<file path="src/rtl/nsa_pkg.sv">
// +----------------------------------------------------------------------+
// | nsa_pkg: shared types and constants for nibble_serial_adder_ctrl     |
// | Rev 1.0                                                              |
// +----------------------------------------------------------------------+
`default_nettype none

package nsa_pkg;

  localparam int NIBBLE_W = 4;

  typedef enum logic [1:0] {
    IDLE = 2'd0,
    RUN  = 2'd1,
    DONE = 2'd2
  } nsa_state_t;

  // A single-nibble datapath still needs a one-bit index register.
  function automatic int idx_width(input int nib);
    return (nib > 1) ? $clog2(nib) : 1;
  endfunction

endpackage

`default_nettype wire

</file>
<file path="src/rtl/rca4_cin.sv">
// +----------------------------------------------------------------------+
// | rca4_cin: 4-bit ripple-carry slice with carry-in, built from         |
// | half_adder / full_adder primitives.                  Rev 1.0         |
// +----------------------------------------------------------------------+
`default_nettype none

module half_adder (
  input  logic i_a,
  input  logic i_b,
  output logic o_s,
  output logic o_c
);
  assign o_s = i_a ^ i_b;
  assign o_c = i_a & i_b;
endmodule

module full_adder (
  input  logic i_a,
  input  logic i_b,
  input  logic i_cin,
  output logic o_s,
  output logic o_cout
);
  logic w_s0;
  logic w_c0;
  logic w_c1;

  half_adder u_ha0 (.i_a(i_a),  .i_b(i_b),   .o_s(w_s0), .o_c(w_c0));
  half_adder u_ha1 (.i_a(w_s0), .i_b(i_cin), .o_s(o_s),  .o_c(w_c1));

  assign o_cout = w_c0 | w_c1;
endmodule

module rca4_cin
  import nsa_pkg::*;
(
  input  logic [NIBBLE_W-1:0] i_a,
  input  logic [NIBBLE_W-1:0] i_b,
  input  logic                i_cin,
  output logic [NIBBLE_W-1:0] o_sum,
  output logic                o_cout
);
  logic [NIBBLE_W:0] w_c;

  assign w_c[0] = i_cin;

  generate
    for (genvar gi = 0; gi < NIBBLE_W; gi++) begin : g_bit
      full_adder u_fa (
        .i_a   (i_a[gi]),
        .i_b   (i_b[gi]),
        .i_cin (w_c[gi]),
        .o_s   (o_sum[gi]),
        .o_cout(w_c[gi+1])
      );
    end
  endgenerate

  assign o_cout = w_c[NIBBLE_W];
endmodule

`default_nettype wire

</file>
<file path="src/rtl/nibble_serial_adder_ctrl.sv">
// +----------------------------------------------------------------------+
// | nibble_serial_adder_ctrl: WIDTH-bit add, one nibble per clock through |
// | a shared rca4_cin slice. NSA_SUB_EN adds a-b via sub.    Rev 1.0     |
// +----------------------------------------------------------------------+
`default_nettype none

module nibble_serial_adder_ctrl
  import nsa_pkg::*;
#(
  parameter int WIDTH = 16
) (
  input  logic             clk,
  input  logic             rst_n,
  input  logic             in_valid,
  output logic             in_ready,
  input  logic [WIDTH-1:0] a,
  input  logic [WIDTH-1:0] b,
`ifdef NSA_SUB_EN
  input  logic             sub,
`endif
  output logic             out_valid,
  input  logic             out_ready,
  output logic [WIDTH:0]   sum,
  output logic             busy
);

  localparam int NIB   = WIDTH / NIBBLE_W;
  localparam int IDX_W = idx_width(NIB);
  localparam logic [IDX_W-1:0] C_LAST_IDX = IDX_W'(NIB - 1);

  nsa_state_t          r_state;
  logic [WIDTH-1:0]    r_a;
  logic [WIDTH-1:0]    r_b;
  logic                r_carry;
  logic [IDX_W-1:0]    r_idx;
  logic [WIDTH:0]      r_sum;
  logic                r_in_ready;
  logic                r_out_valid;
  logic                r_busy;

  logic [NIBBLE_W-1:0] w_a_nib;
  logic [NIBBLE_W-1:0] w_b_nib;
  logic [NIBBLE_W-1:0] w_slice_sum;
  logic                w_slice_cout;

  assign w_a_nib = r_a[r_idx*NIBBLE_W +: NIBBLE_W];
  assign w_b_nib = r_b[r_idx*NIBBLE_W +: NIBBLE_W];

  rca4_cin u_slice (
    .i_a   (w_a_nib),
    .i_b   (w_b_nib),
    .i_cin (r_carry),
    .o_sum (w_slice_sum),
    .o_cout(w_slice_cout)
  );

  always_ff @(posedge clk or negedge rst_n) begin
    if (!rst_n) begin
      r_state     <= IDLE;
      r_a         <= '0;
      r_b         <= '0;
      r_carry     <= 1'b0;
      r_idx       <= '0;
      r_sum       <= '0;
      r_in_ready  <= 1'b1;
      r_out_valid <= 1'b0;
      r_busy      <= 1'b0;
    end else begin
      case (r_state)
        IDLE: begin
          if (in_valid && r_in_ready) begin
            r_a <= a;
`ifdef NSA_SUB_EN
            // Two's complement subtract: invert b and inject a carry-in.
            r_b     <= sub ? ~b : b;
            r_carry <= sub;
`else
            r_b     <= b;
            r_carry <= 1'b0;
`endif
            r_idx      <= '0;
            r_in_ready <= 1'b0;
            r_busy     <= 1'b1;
            r_state    <= RUN;
          end
        end
        RUN: begin
          r_sum[r_idx*NIBBLE_W +: NIBBLE_W] <= w_slice_sum;
          r_carry                           <= w_slice_cout;
          if (r_idx == C_LAST_IDX) begin
            r_sum[WIDTH] <= w_slice_cout;
            r_out_valid  <= 1'b1;
            r_state      <= DONE;
          end else begin
            r_idx <= r_idx + 1'b1;
          end
        end
        DONE: begin
          if (out_ready) begin
            r_out_valid <= 1'b0;
            r_busy      <= 1'b0;
            r_in_ready  <= 1'b1;
            r_state     <= IDLE;
          end
        end
        default: begin
          r_out_valid <= 1'b0;
          r_busy      <= 1'b0;
          r_in_ready  <= 1'b1;
          r_state     <= IDLE;
        end
      endcase
    end
  end

  assign in_ready  = r_in_ready;
  assign out_valid = r_out_valid;
  assign sum       = r_sum;
  assign busy      = r_busy;

endmodule

`default_nettype wire

</file>
<file path="config.mk">
export PLATFORM = sky130hd
export DESIGN_NAME = nibble_serial_adder_ctrl
export DESIGN_NICKNAME = d
export VERILOG_FILES = /design/src/rtl/nsa_pkg.sv /design/src/rtl/rca4_cin.sv /design/src/rtl/nibble_serial_adder_ctrl.sv
export SDC_FILE = /design/constraint.sdc
export NUM_CORES = 1
export LEC_CHECK = 0
export BUFFER_PORTS_ARGS = -buffer_cell sky130_fd_sc_hd__buf_2
export CAP_MARGIN = 20
export CORE_AREA = 2 2 91 93
export DETAILED_ROUTE_END_ITERATION = 10
export DIE_AREA = 0 0 93 95
export SETUP_SLACK_MARGIN = 0.15
export SKIP_CTS_REPAIR_TIMING = 1
export SYNTH_ARGS = -nofsm -noshare
export SYNTH_HDL_FRONTEND = slang
export SYNTH_SLANG_ARGS = --single-unit
</file>
<file path="constraint.sdc">
create_clock -name clk -period 3.7 [get_ports clk]
set_input_delay 0.37 -clock clk [delete_from_list [all_inputs] [get_ports clk]]
set_output_delay 0.37 -clock clk [all_outputs]
set_load 0.02 [all_outputs]
</file>
# [Word-level counts from Yosys, hierarchy flattened]
# Cells that the tools add are included.
[totals] latchBits=0 mem_bits_ro=0 memories=0 mem_bits_rw=0 elab_cells=71 input_bits=36 reg_bits=57
[classes] eq_ne=7 n_mux=18 bitwise_logic=22 n_addsub=2 n_reduce_logical=9 div_mod_pow=0 n_lt_le_gt_ge=0 shift=4 multipliers=0
[op_table] operator="negation 4 -> 34 bit" count=1
[op_table] operator="variable shift 4 x 34 -> 17 bit (first input constant)" count=1
[op_table] operator="indexed part select 4 x 34 -> 17 bit" count=1
[op_table] operator="indexed part select 16 x 5 -> 4 bit" count=2
[op_table] operator="bitwise mux 17 bit" count=1
[op_table] operator="AND reduction 3 bit" count=4
[op_table] operator="two-way mux 2 bit" count=5
[op_table] operator="case mux 1 bit (3 select lines)" count=3
[op_table] operator="bitwise AND 1 bit" count=8
[op_table] operator="!= test 2 bit (second input constant)" count=4
[op_table] operator="bitwise XOR 1 bit" count=8
[op_table] operator="two-way mux 1 bit" count=6
[op_table] operator="case mux 2 bit (3 select lines)" count=1
[op_table] operator="== test 2 bit (second input constant)" count=2
[op_table] operator="OR 1 bit" count=4
[op_table] operator="case mux 2 bit (2 select lines)" count=1
[op_table] operator="AND reduction 2 bit" count=2
[op_table] operator="adder 2 x 1 -> 2 bit (second input constant)" count=1
[op_table] operator="== test 2 x 1 -> 1 bit (second input constant)" count=1
[op_table] operator="zero test 2 bit" count=1
[op_table] operator="inverter 1 bit" count=2
[op_table] operator="case mux 1 bit (2 select lines)" count=1
[op_table] operator="nonzero test 2 bit" count=1
[op_table] operator="logical AND 1 bit" count=1

# [Logic depth before layout (Yosys ltp)]
[depth] depth_word=12 depth_mapped=12 mapped_depth_nobuf=10

# [Modules after synthesis]
# A second synthesis with hierarchy kept.
[unflattened] cells_unflattened=193 area_unflattened_um2=2816.5
[by_module_without_submodules] module="nibble_serial_adder_ctrl" seq_area_each_um2=1427.6 instances=1 area_each_um2=2691.3 cells_per_inst=181
[by_module_without_submodules] module="half_adder" seq_area_each_um2=0.0 instances=8 area_each_um2=12.5 cells_per_inst=1
[by_module_without_submodules] module="full_adder" seq_area_each_um2=0.0 instances=4 area_each_um2=6.3 cells_per_inst=1

# [Least setup slack after synthesis]
# OpenSTA, ideal clock, no wires.
[synth_path] kind="reg2reg" start="register r_idx[0]" end="register r_sum[11], in the netlist sum[11]" arrival_ns=2.919 required_time_ns=3.604 synth_period_minus_slack_ns=3.015 slack_ns=0.685 setup_time_ns=0.096 stages_incl_launch_ff=12 cell_sequence="dfrtp_1 buf_2 buf_2 mux4_2 fa_1 inv_1 fa_1 fa_1 inv_1 fa_1 nand2b_1 o31ai_1"
[synth_between] elab_chain_len=11 elab_cells_between_ends=23 cone_classes="add/sub (1); shift (4); mux (1); bitwise (17)"
[synth_lines] element="start: declaration" line_no="nibble_serial_adder_ctrl.sv:35" text="logic [IDX_W-1:0] r_idx;"
[synth_lines] element="start signal: assignment" line_no="nibble_serial_adder_ctrl.sv:95" text="r_idx <= r_idx + 1'b1;"
[synth_lines] element="indexed part select 16 x 5 -> 4 bit, on equally long branches" line_no="nibble_serial_adder_ctrl.sv:46, nibble_serial_adder_ctrl.sv:47"
[synth_lines] element="bitwise XOR 1 bit" line_no="rca4_cin.sv:13" text="assign o_s = i_a ^ i_b;"
[synth_lines] element="bitwise AND 1 bit" line_no="rca4_cin.sv:14" text="assign o_c = i_a & i_b;"
[synth_lines] element="OR 1 bit" line_no="rca4_cin.sv:31" text="assign o_cout = w_c0 | w_c1;"
[synth_lines] element="bitwise AND 1 bit" line_no="rca4_cin.sv:14"
[synth_lines] element="OR 1 bit" line_no="rca4_cin.sv:31"
[synth_lines] element="bitwise AND 1 bit" line_no="rca4_cin.sv:14"
[synth_lines] element="OR 1 bit" line_no="rca4_cin.sv:31"
[synth_lines] element="bitwise XOR 1 bit" line_no="rca4_cin.sv:13"
[synth_lines] element="indexed part select 4 x 34 -> 17 bit" line_no="nibble_serial_adder_ctrl.sv:88" text="r_sum[r_idx*NIBBLE_W +: NIBBLE_W] <= w_slice_sum;"
[synth_lines] element="bitwise mux 17 bit *" line_no="nibble_serial_adder_ctrl.sv:88"
[synth_lines] element="end signal: indexed assignment" line_no="nibble_serial_adder_ctrl.sv:88"
[synth_lines] element="end signal: indexed assignment" line_no="nibble_serial_adder_ctrl.sv:91" text="r_sum[WIDTH] <= w_slice_cout;"
[synth_lines] element="end: declaration" line_no="nibble_serial_adder_ctrl.sv:36" text="logic [WIDTH:0] r_sum;"
# Mark *: on every way between the ends. The rest lies on a longest branch, timed or not.
# A chain may end at the register's enable or synchronous reset.

# [Worst setup path in the final report]
# Same ends and word-level chain as after synthesis.

==> parameters.txt <==
Parameter                              Value

Synthesis
  Post-synth EDFFs ... 0
  Top flip-flop cell by instance count after synthesis ... sky130_fd_sc_hd__dfrtp_1
  Most area-hungry cell type in the Yosys netlist ... sky130_fd_sc_hd__dfrtp_1
  Async set or reset register ratio after synthesis ... 100%
  Register area share after synthesis ... 53.2%
  Syn nets ... 240
  Number of distinct library cell variants in the gate-level netlist after synthesis ... 31
  Register bit total from synthesis ... 57
  Yosys warning total ... 0
  Mean Syn Cell Area ... 13.9 µm²
  Top cell type's share of synthesized area ... 52.2%
  Top post-synthesis cells by area ... sky130_fd_sc_hd__dfrtp_1 (52%), sky130_fd_sc_hd__mux2_2 (14%), sky130_fd_sc_hd__mux4_2 (6.7%)
  Cell area after synthesis ... 2690 µm²
  Instance count of the mapped netlist ... 193

Clock tree
  Number of CTS-inserted buffers ... 9
  Clock latency of the later-clocked register in the worst-skew pair ... 330 ps
  Clock tree from TritonCTS ... yes
  H-tree depth ... 3
  Root buffer cell ... sky130_fd_sc_hd__clkbuf_8
  Clock tree buffer depth ... 2
  Clock-pin slew on the worst setup and hold paths ... 60 ps
  Total clock sinks ... 57

Power
  Total Power Consumption ... 2.68 mW
  Leakage dissipation ... 1.57 nW
  Largest vdd supply drop ... 360 µV
  PwrDens ... 836 nW/µm²

STA
  Minimum hold slack ... 5.34 ps
  Worst slew margin ... 65.2%
  Count of final hold-check violations ... 0
  Peak clock frequency supported by timing ... 360 MHz
  Crit path time final ... 2780 ps
  Endpoints failing setup ... 0
  Setup tns final ... 0 ps
  Setup Skew ... 5.98 ps
  Setup WS post-layout ... 921 ps
  Max Slew Vio Count ... 0
  Worst Max-Slew Pin Slew ... 522 ps
  Period Utilization, post-route ... 75.1%
  RSZ-0062 raised after global routing ... false

Die
  Die boundary width ... 93 µm
  DIE HEIGHT ... 95 µm
  Die Area ... 8840 µm²
  Core box area ... 7930 µm²
  Number of rows in the core area ... 33
  Initial cell density of the core ... 33.9%
  Top-level I/O count ... 56

Critical path
  Critical path arrival ... 3020 ps
  Critical path start-end classification ... reg -> reg
  CP Max Fanout ... 3
  Data required time of the critical path ... 3940 ps
  Type of element capturing the critical path ... flip-flop
  Startpoint type of the worst setup path ... flip-flop

Final layout
  Sequential cell area in the final layout ... 1430 µm²
  Share of layout cells above drive strength 1 ... 46.3%
  Number of diodes added for antenna fixing ... 0
  Area added between synthesis and finish ... 19.5%
  Commonest non-fill, non-tap cells in the layout ... sky130_fd_sc_hd__dfrtp_1 (56), sky130_fd_sc_hd__buf_2 (55), sky130_fd_sc_hd__mux2_2 (33)
  Count of nets after finishing ... 300
  Multi-input gate area ... 1140 µm²
  Fill cell count ... 792
  Most common library cell in the layout ignoring fill and taps ... sky130_fd_sc_hd__dfrtp_1

Route
  Routed wire length per instance ... 14.9 µm
  Residual antenna-violating net count after detailed routing ... 0
  Via count ... 1742
  1st-iter DRT viols ... 70
  Residual DRC ... 0
  Post-DR vias/cell ... 4.81
  Final routed wirelength across all metal layers ... 5390 µm
  First-pass iteration count of the detailed router ... 4

Global route
  Remaining Overflow, GRT ... 0
  Pin count of the biggest net entering global routing ... 36
  Via count of the first global-routing pass ... 1847
  Global-route wire length before repair ... 9320 µm
  Antenna violations before repair ... 0
  Total routing usage reported by global routing ... 14.2%

Placed design
  Count of buffers inserted at the top-level ports ... 55
  Post-detailed-placement half-perimeter wirelength ... 3970 µm
  Final RePlAce weighted congestion ... 0.769
  Post-Place Worst Slack ... 918 ps

Run
  Max-capacitance violation count ... 0

Hold path
  Classification of the worst-slack hold path ... in -> async

Run status
  Run status ... finished clean
## area by class of cell
class | instances | area share, %
Clock inverter | 3 | 0.546
Inverter | 10 | 1.17
Multi-Input combinational cell | 116 | 35.6
Timing Repair Buffer | 59 | 9.52
Clock buffer | 12 | 4.52
Sequential cell | 57 | 44.5
Tap cell | 105 | 4.10
## power by group
group / total (mW) / leakage (nW) / switching, mW / internal (mW)
logic: 1.16 / 0.745 / 0.637 / 0.525
clock network: 0.496 / 0.0822 / 0.241 / 0.255
registers: 1.02 / 0.742 / 0.162 / 0.862
## cell usage after synthesis, types with 2 or more instances
master / instances
sky130_fd_sc_hd__o31ai_1: 7
sky130_fd_sc_hd__o21ai_2: 2
sky130_fd_sc_hd__ha_1: 7
sky130_fd_sc_hd__buf_2: 4
sky130_fd_sc_hd__buf_6: 4
sky130_fd_sc_hd__nand3b_1: 2
sky130_fd_sc_hd__fa_1: 4
sky130_fd_sc_hd__nand2_1: 20
sky130_fd_sc_hd__o21ai_0: 3
sky130_fd_sc_hd__mux4_2: 8
sky130_fd_sc_hd__a21oi_1: 2
sky130_fd_sc_hd__a22o_1: 3
sky130_fd_sc_hd__mux2_2: 33
sky130_fd_sc_hd__nand2b_1: 5
sky130_fd_sc_hd__dfrtp_1: 56
sky130_fd_sc_hd__o41ai_1: 7
sky130_fd_sc_hd__nor2_1: 3
sky130_fd_sc_hd__inv_1: 10
## metrics by stage
stage / instance area, µm² / util (%) / std cells
after floorplan: 2690 / - / 193
after global placement: 3050 / 38.4 / 347
after detailed placement: 3050 / 38.4 / 347
after CTS: 3210 / 40.5 / 362
after global routing: 3210 / 40.5 / 362
final: 3210 / 40.5 / 362
## layer usage
metal | up-vias | share of wire (%) | track usage (%)
met2 | 58 | 46 | 21.2
met1 | 865 | 47 | 19.0
met5 | - | 0 | 0
li1 | 813 | - | -
met3 | 6 | 6.0 | 5.19
met4 | 0 | 1.2 | 5.15
## kinds of logic (layout without fill, tap and decap cells)
family | after synthesis | after routing | synth area share, %
compound gates | 26 | 26 | 7.41
fa+ha+maj | 11 | 11 | 6.24
buf+inv | 20 | 84 | 4.24
flops | 57 | 57 | 53.2
mux | 42 | 42 | 21.0
simple gates | 37 | 37 | 7.97
## worst max-delay path, cell delays in order (launching register included)
cell and delay, ps:
sky130_fd_sc_hd__dfrtp_1 430, sky130_fd_sc_hd__mux4_2 540, sky130_fd_sc_hd__fa_1 400, sky130_fd_sc_hd__inv_1 70, sky130_fd_sc_hd__fa_1 180, sky130_fd_sc_hd__fa_1 180, sky130_fd_sc_hd__inv_1 50, sky130_fd_sc_hd__fa_1 500
sky130_fd_sc_hd__nand2b_1 90, sky130_fd_sc_hd__o31ai_1 240
## sequential cells by signal, indices dropped and copies added (netlist names)
| register | cells |
|---|---|
| sum | 17 |
| r_state | 2 |
| r_b | 16 |
| r_carry | 1 |
| busy | 1 |
| in_ready | 1 |
| r_a | 16 |
| r_idx | 2 |
| out_valid | 1 |
## path summary, 6_finish.rpt
| kind | from | endpoint | slack [ps] | cells after the start |
|---|---|---|---|---|
| max | r_idx[0] | sum[11] | 920 | 9 |
| min | rst_n | r_b[14] | 5 | 1 |
| max reg2reg | r_idx[0] | sum[11] | 920 | 9 |
| min reg2reg | sum[12] | sum[12] | 470 | 2 |
| max in group asynchronous | rst_n | in_ready | 2830 | 2 |
| min in group clk | b[15] | r_b[15] | 250 | 2 |
No activity file was read; power rests on OpenSTA's default activity.
